$ cat config.mk
export PLATFORM = sky130hd
export DESIGN_NAME = mips_muldiv
export DESIGN_NICKNAME = d
export VERILOG_FILES = /design/src/rtl/mips_muldiv.sv
export SDC_FILE = /design/constraint.sdc
export NUM_CORES = 1
export LEC_CHECK = 0
export BUFFER_PORTS_ARGS = -buffer_cell sky130_fd_sc_hd__buf_2
export CAP_MARGIN = 10
export CORE_UTILIZATION = 57
export DETAILED_ROUTE_END_ITERATION = 7
export MAX_ROUTING_LAYER = met4
export PLACE_DENSITY = 0.83
export SYNTH_ARGS = -nofsm -noshare
export SYNTH_HDL_FRONTEND = slang
export SYNTH_SLANG_ARGS = --single-unit
$ cat constraint.sdc
create_clock -name clk -period 8.9 [get_ports clk]
set_clock_uncertainty 0.1 [all_clocks]
set_input_delay 0.89 -clock clk [delete_from_list [all_inputs] [get_ports clk]]
set_output_delay 0.89 -clock clk [all_outputs]
set_load 0.01 [all_outputs]
$ cat src/rtl/mips_muldiv.sv
// Iterative MIPS multiply/divide unit owning the HI/LO pair.
// Radix-2 shift-add multiply and restoring divide on magnitudes, with sign fix-up in a final cycle.
module mips_muldiv #(
    parameter int WIDTH = 32
) (
    input  logic             clk,
    input  logic             reset,
    input  logic             clk_enable,
    input  logic             start,
    input  logic [1:0]       op,
    input  logic [WIDTH-1:0] a,
    input  logic [WIDTH-1:0] b,
    input  logic             mthi,
    input  logic             mtlo,
    input  logic [WIDTH-1:0] wdata,
    output logic             busy,
    output logic             done,
    output logic [WIDTH-1:0] hi,
    output logic [WIDTH-1:0] lo
);

    localparam int CW = $clog2(WIDTH);
    localparam logic [CW-1:0] LAST = CW'(WIDTH - 1);

    typedef enum logic [1:0] {
        IDLE,
        RUN,
        FIX
    } state_t;

    state_t             state_q, state_d;
    logic [CW-1:0]      cnt_q, cnt_d;
    logic               div_q, div_d;
    logic               sq_q, sq_d;
    logic               sr_q, sr_d;
    logic [WIDTH-1:0]   b_q, b_d;
    logic [WIDTH-1:0]   araw_q, araw_d;
    logic [WIDTH-1:0]   rem_q, rem_d;
    logic [2*WIDTH-1:0] acc_q, acc_d;
    logic [WIDTH-1:0]   hi_q, hi_d;
    logic [WIDTH-1:0]   lo_q, lo_d;
    logic               done_q, done_d;

    logic               aNeg, bNeg;
    logic [WIDTH-1:0]   aMag, bMag;
    logic [WIDTH:0]     mulSum;
    logic [WIDTH:0]     remShift;
    logic               remGe;
    logic [2*WIDTH-1:0] prodFix;
    logic [WIDTH-1:0]   quoFix, remFix;

    // Operands are reduced to magnitudes at start; signs are re-applied in FIX.
    assign aNeg     = ~op[0] & a[WIDTH-1];
    assign bNeg     = ~op[0] & b[WIDTH-1];
    assign aMag     = aNeg ? -a : a;
    assign bMag     = bNeg ? -b : b;
    assign mulSum   = {1'b0, acc_q[2*WIDTH-1:WIDTH]} + (acc_q[0] ? {1'b0, b_q} : '0);
    assign remShift = {rem_q, acc_q[WIDTH-1]};
    assign remGe    = remShift >= {1'b0, b_q};
    assign prodFix  = sq_q ? -acc_q : acc_q;
    assign quoFix   = sq_q ? -acc_q[WIDTH-1:0] : acc_q[WIDTH-1:0];
    assign remFix   = sr_q ? -rem_q : rem_q;

    always_comb begin
        state_d = state_q;
        cnt_d   = cnt_q;
        div_d   = div_q;
        sq_d    = sq_q;
        sr_d    = sr_q;
        b_d     = b_q;
        araw_d  = araw_q;
        rem_d   = rem_q;
        acc_d   = acc_q;
        hi_d    = hi_q;
        lo_d    = lo_q;
        done_d  = 1'b0;
        case (state_q)
            IDLE: begin
                if (start) begin
                    state_d = RUN;
                    cnt_d   = '0;
                    div_d   = op[1];
                    sq_d    = aNeg ^ bNeg;
                    sr_d    = aNeg;
                    b_d     = bMag;
                    araw_d  = a;
                    rem_d   = '0;
                    acc_d   = {{WIDTH{1'b0}}, aMag};
                end else begin
                    if (mthi) hi_d = wdata;
                    if (mtlo) lo_d = wdata;
                end
            end
            RUN: begin
                cnt_d = cnt_q + 1'b1;
                if (div_q) begin
                    // The quotient bit shifts into the low half as the dividend shifts out.
                    rem_d = remGe ? (remShift[WIDTH-1:0] - b_q) : remShift[WIDTH-1:0];
                    acc_d = {acc_q[2*WIDTH-1:WIDTH], acc_q[WIDTH-2:0], remGe};
                end else begin
                    acc_d = {mulSum, acc_q[WIDTH-1:1]};
                end
                if (cnt_q == LAST) state_d = FIX;
            end
            FIX: begin
                state_d = IDLE;
                done_d  = 1'b1;
                if (!div_q) begin
                    hi_d = prodFix[2*WIDTH-1:WIDTH];
                    lo_d = prodFix[WIDTH-1:0];
                end else if (b_q == '0) begin
                    hi_d = araw_q;
                    lo_d = '1;
                end else begin
                    hi_d = remFix;
                    lo_d = quoFix;
                end
            end
            default: state_d = IDLE;
        endcase
    end

    always_ff @(posedge clk or posedge reset) begin
        if (reset) begin
            state_q <= IDLE;
            cnt_q   <= '0;
            div_q   <= 1'b0;
            sq_q    <= 1'b0;
            sr_q    <= 1'b0;
            b_q     <= '0;
            araw_q  <= '0;
            rem_q   <= '0;
            acc_q   <= '0;
            hi_q    <= '0;
            lo_q    <= '0;
            done_q  <= 1'b0;
        end else if (clk_enable) begin
            state_q <= state_d;
            cnt_q   <= cnt_d;
            div_q   <= div_d;
            sq_q    <= sq_d;
            sr_q    <= sr_d;
            b_q     <= b_d;
            araw_q  <= araw_d;
            rem_q   <= rem_d;
            acc_q   <= acc_d;
            hi_q    <= hi_d;
            lo_q    <= lo_d;
            done_q  <= done_d;
        end
    end

    assign busy = (state_q != IDLE);
    assign done = done_q;
    assign hi   = hi_q;
    assign lo   = lo_q;

endmodule

==> Word-level counts from Yosys, hierarchy flattened <==
Index checks and enable logic that the tools add are counted.
{ "word_totals": {"register_bits": 235, "output_inout_bits": 66} }
{ "classes": {"add_sub_neg": 8, "order_cmp": 1, "eq_ne": 10, "muxes": 29, "n_bitwise": 4, "n_reduce_logical": 12} }
{ "op_table": {"columns": ["op", "n"], "rows": [
  ["$mux W32", 16],
  ["$mux W64", 3],
  ["$pmux W32 S2", 3],
  ["$neg A32 Y32", 4],
  ["$pmux W64 S2", 1],
  ["$neg A64 Y64", 1],
  ["$add A32 B32 Y33", 1],
  ["$ge A33 B32 Y1", 1],
  ["$logic_not A32 Y1", 1],
  ["$sub A32 B32 Y32", 1],
  ["$reduce_and A4 Y1", 4],
  ["$ne A2 B2 Y1 const B", 7],
  ["$pmux W5 S2", 1],
  ["$reduce_and A3 Y1", 3],
  ["$reduce_bool A2 Y1", 3],
  ["$add A5 B1 Y5 const B", 1],
  ["$eq A5 B5 Y1 const B", 1],
  ["$mux W5", 1],
  ["$mux W2", 2],
  ["$pmux W2 S2", 1],
  ["$and A1 B1 Y1", 2],
  ["$eq A2 B1 Y1 const B", 1],
  ["$eq A2 B2 Y1 const B", 1],
  ["$logic_not A2 Y1", 1],
  ["3 further kinds", 3]
]} }

==> Longest topological paths before layout <==
{ "logic_depth": {"depth_word": 5, "depth_mapped": 14, "mapped_depth_nobuf": 13} }

==> Worst setup path after synthesis <==
Ideal clock, no wire load.
{ "synth_timing": {"kind": "register -> register", "from": "register acc_q[2]", "to": "register hi_q[29], in the netlist hi[29]", "setup_ns": 0.137, "arrival_ns": 3.325, "required_time_ns": 8.663, "path_slack_ns": 5.338, "stages_incl_launch_ff": 12, "n_path_buf": 3, "synth_period_minus_slack_ns": 3.562, "path_cell_list": "dfrtp_1 > buf_6 > or4_1 > or4_4 > or3_1 > buf_2 > or3b_1 > buf_6 > or3_4 > o41ai_2 > xor2_1 > a21oi_1"} }
{ "synth_via": {"elab_chain_len": 4} }
{ "synth_rtl": {"columns": ["item", "line_no", "text"], "rows": [
  ["from (decl)", "39", "logic [2*WIDTH-1:0] acc_q, acc_d;"],
  ["from (signal assigned)", "133", "acc_q <= '0;"],
  ["from (signal assigned)", "146", "acc_q <= acc_d;"],
  ["$neg A64 Y64", "60", "assign prodFix = sq_q ? -acc_q : acc_q;"],
  ["$mux W64", "60", null],
  ["$mux W32", "108", "if (!div_q) begin"],
  ["$pmux W32 S2", "77", "case (state_q)"],
  ["to (signal assigned)", "147", "hi_q <= hi_d;"],
  ["to (decl)", "40", "logic [WIDTH-1:0] hi_q, hi_d;"]
]} }
Every way passes these cells.
A chain may end at the register's enable or synchronous reset.

==> Worst setup path in the final report <==
{ "layout_timing": {"from": "register acc_q[0]", "to": "register hi_q[20], in the netlist hi[20]"} }
The elaborated chain is that of the path after synthesis.

==> impl_metrics.csv <==
group,metric,value,unit
sta,slew_headroom,17.82,%
die,initial_core_util,58.13,%
layout,instances_no_fill,2701,
layout,post_route_cells_drive_above_1_share,11.51,%
placed_design,dp_slack,4.923,ns
synth,syn-num-nets,2376,
detailed_routing,wire_per_inst,21.81,um
detailed_routing,totalWireLength,58920,um
clock_tree,cts-hold-fix-buffers,0,
placed_design,placed_area,18380,um^2
placed_design,detailed_place_hpwl,43770,um
detailed_routing,drc_errors,0,
die,core,29800,um^2
setup_path,worstPathArrival,4.44,ns
die,io_pins,170,
synth,synthFlopType,"dfrtp_1",
clock_tree,cts.path.max_buffers,3,
min_path,holdCritPathClass,"primary input to async pin",
die,fp.dieW,176.3,um
sta,setup-violations-final,0,
clock_tree,post_cts_buffers,0,
sta,fin_ws,4.758,ns
grt,grt_pass1_wl,91130,um
sta,hold_viol,0,
detailed_routing,firstDrtPassIters,6,
synth,synth-seq-cells,235,
sta,fmax,241.4,MHz
grt,antenna_found_initial,0,
synth,netlist_instances,2200,
die,rows,63,
sta,grt_setup_unrepaired,"false",
die,dieArea,31090,um^2
synth,async_flop_share,100.0,%
clock_tree,cts_resized,0,
sta,worst_pin_slew,1.230,ns
clock_tree,cts.sinks,235,
detailed_routing,vias_per_cell,6.417,
pwr,total_power,7.488,mW
run,drv_cap,0,
synth,ys_warn_count,0,
synth,synth_cell_types,67,
clock_tree,numCtsBuffers,28,
layout,layout.cells.most_common_list,"nand2_1 (367), o21ai_0 (291), dfrtp_1 (233)",
setup_path,endpoint_kind,"register",
setup_path,path_class,"register to register",
pwr,ir_drop,175.7,uV
setup_path,cp.required,9.19,ns
clock_tree,clk_pin_slew,0.07,ns
layout,layout.nets,2467,
grt,grt_pass1_vias,16116,
sta,fin_crit,4.142,ns
grt,grt_max_degree,126,
layout,final_common_cell,"nand2_1",
setup_path,worstPathMaxFanout,8,
setup_path,r2r_setup_slack,4.76,ns
status,status,"finished clean",
grt,grt-ovfl-total,0,
placed_design,dp_cells,2651,
synth,netlist_area,17320,um^2
placed_design,portBuffers,169,
synth,synth-seq-area-share,33.95,%
clock_tree,cts_tree,"yes",
grt,grt_use_total,38.87,%
layout,area_growth,11.90,%
clock_tree,htree_num_levels,1,
sta,drv_slew,0,
die,die_h,176.3,um
layout,finalInstanceArea,19380,um^2
placed_design,gp_congestion,1.032,
detailed_routing,first_iter_violations,2400,
clock_tree,insertion_delay,0.57,ns
synth,synth_edf_count,0,
pwr,p_per_area,386.4,nW/um^2
pwr,p_leak,8.746,nW
detailed_routing,vias,17332,
sta,setup_tns,0,ns
clock_tree,cts_root_buf,"clkbuf_16",
sta,finalCritPeriodShare,46.54,%
layout,diodes,0,
setup_path,crit_path_start_kind,"register",
synth,syn_avg_cell_area,7.873,um^2
detailed_routing,ant_nets,0,
==> layout make-up <==
type / count / area [um^2]
Tap cell: 390 / 488.0
Sequential cell: 235 / 5883
Multi-Input combinational cell: 1760 / 10720
Inverter: 76 / 292.8
Clock buffer: 41 / 850.8
Timing Repair Buffer: 190 / 1003
Clock inverter: 9 / 147.6
Fill cell: 2572 / 10410
==> sequential cells by signal, summed over array words and instances (netlist names) <==
name     cells
acc_q       64
araw_q      32
b_q         32
hi          32
lo          32
rem_q       32
cnt_q        5
state_q      2
div_q        1
done         1
sq_q         1
sr_q         1
==> worst max-delay path: stages (launching register included) <==
cell and delay, ns:
dfrtp_1 0.50, inv_1 0.15, ha_1 0.19, nor4b_1 0.58, nand4_1 0.30, or4_1 0.62, a2111oi_0 0.80, nand2_1 0.18
o31ai_1 0.29, xor2_1 0.17, a22oi_1 0.10
==> through the flow <==
stage / hold WS [ns] / util (%)
6_report: 0.3402 / 65.05
5_1_grt: 0.3917 / 65.05
2_1_floorplan: 0.3404 / -
3_3_place_gp: 0.3527 / 61.70
4_1_cts: 0.3736 / 65.05
3_5_place_dp: 0.3605 / 61.70
==> layer usage <==
metal  wire length (um)  vias to the layer above  track usage, %
li1                   -                     7983               -
met1              23250                     8136           50.29
met2              26190                     1021           58.20
met3               5640                      192           5.577
met4               3833                        0           22.50
met5                  0                        -               -
==> cells by family (layout without fill, tap and decap cells) <==
| kind of cell | after synthesis | in the layout | share of synthesized area [%] |
|---|---|---|---|
| muxes | 52 | 52 | 3.012 |
| AOI/OAI and AO/OA | 676 | 676 | 23.11 |
| buffers and inverters | 205 | 316 | 4.544 |
| DFF | 235 | 235 | 33.95 |
| xor gates and xnor gates | 202 | 202 | 10.21 |
| and+or+nand+nor | 758 | 758 | 19.88 |
| adders and majority gates | 72 | 72 | 5.288 |
==> final timing paths <==
path | startpoint | cells after the start | endpoint
min | reset | 2 | lo[13]$_DFFE_PP0P_
min reg2reg | hi[22]$_DFFE_PP0P_ | 2 | hi[22]$_DFFE_PP0P_
max in group asynchronous | reset | 3 | div_q$_DFFE_PP0P_
min in group clk | hi[22]$_DFFE_PP0P_ | 2 | hi[22]$_DFFE_PP0P_
max reg2reg | acc_q[0]$_DFFE_PP0P_ | 10 | hi[20]$_DFFE_PP0P_
max | acc_q[0]$_DFFE_PP0P_ | 10 | hi[20]$_DFFE_PP0P_
==> report_power, final <==
| part | total (mW) | internal [mW] | switching, mW |
|---|---|---|---|
| combinational | 4.10 | 1.57 | 2.53 |
| clock | 1.25 | 0.772 | 0.483 |
| sequential | 2.13 | 1.53 | 0.607 |
==> cell usage after synthesis, drive strengths merged, types with 5 or more instances <==
library cell    n  area share [%]
a22o            5            0.25
xnor2         119             6.0
and3           15            0.54
a21o           31             1.3
o211ai         24             1.0
nand3          39             1.1
xor2           83             4.2
mux2i          51             2.9
a21oi         147             4.2
nand2b         22            0.79
or2             8            0.29
o31ai          35             1.5
nor4           25            0.90
inv            76             1.6
a211oi          7            0.30
or4            15            0.67
nand2         367             8.0
ha             70             5.1
buf            13            0.38
nor3           50             1.4
clkbuf        116             2.5
a221oi          5            0.25
or3            30             1.1
o22ai          35             1.3
nor2b          13            0.47
o21bai         11            0.48
nor4b           5            0.25
nor2          135             2.9
o41ai          22             1.2
o21ai         298             8.6
nand4          16            0.58
o221ai          7            0.35
dfrtp         235              34
a31oi          12            0.43
and2            6            0.22
No activity file was read; power rests on OpenSTA's default activity.
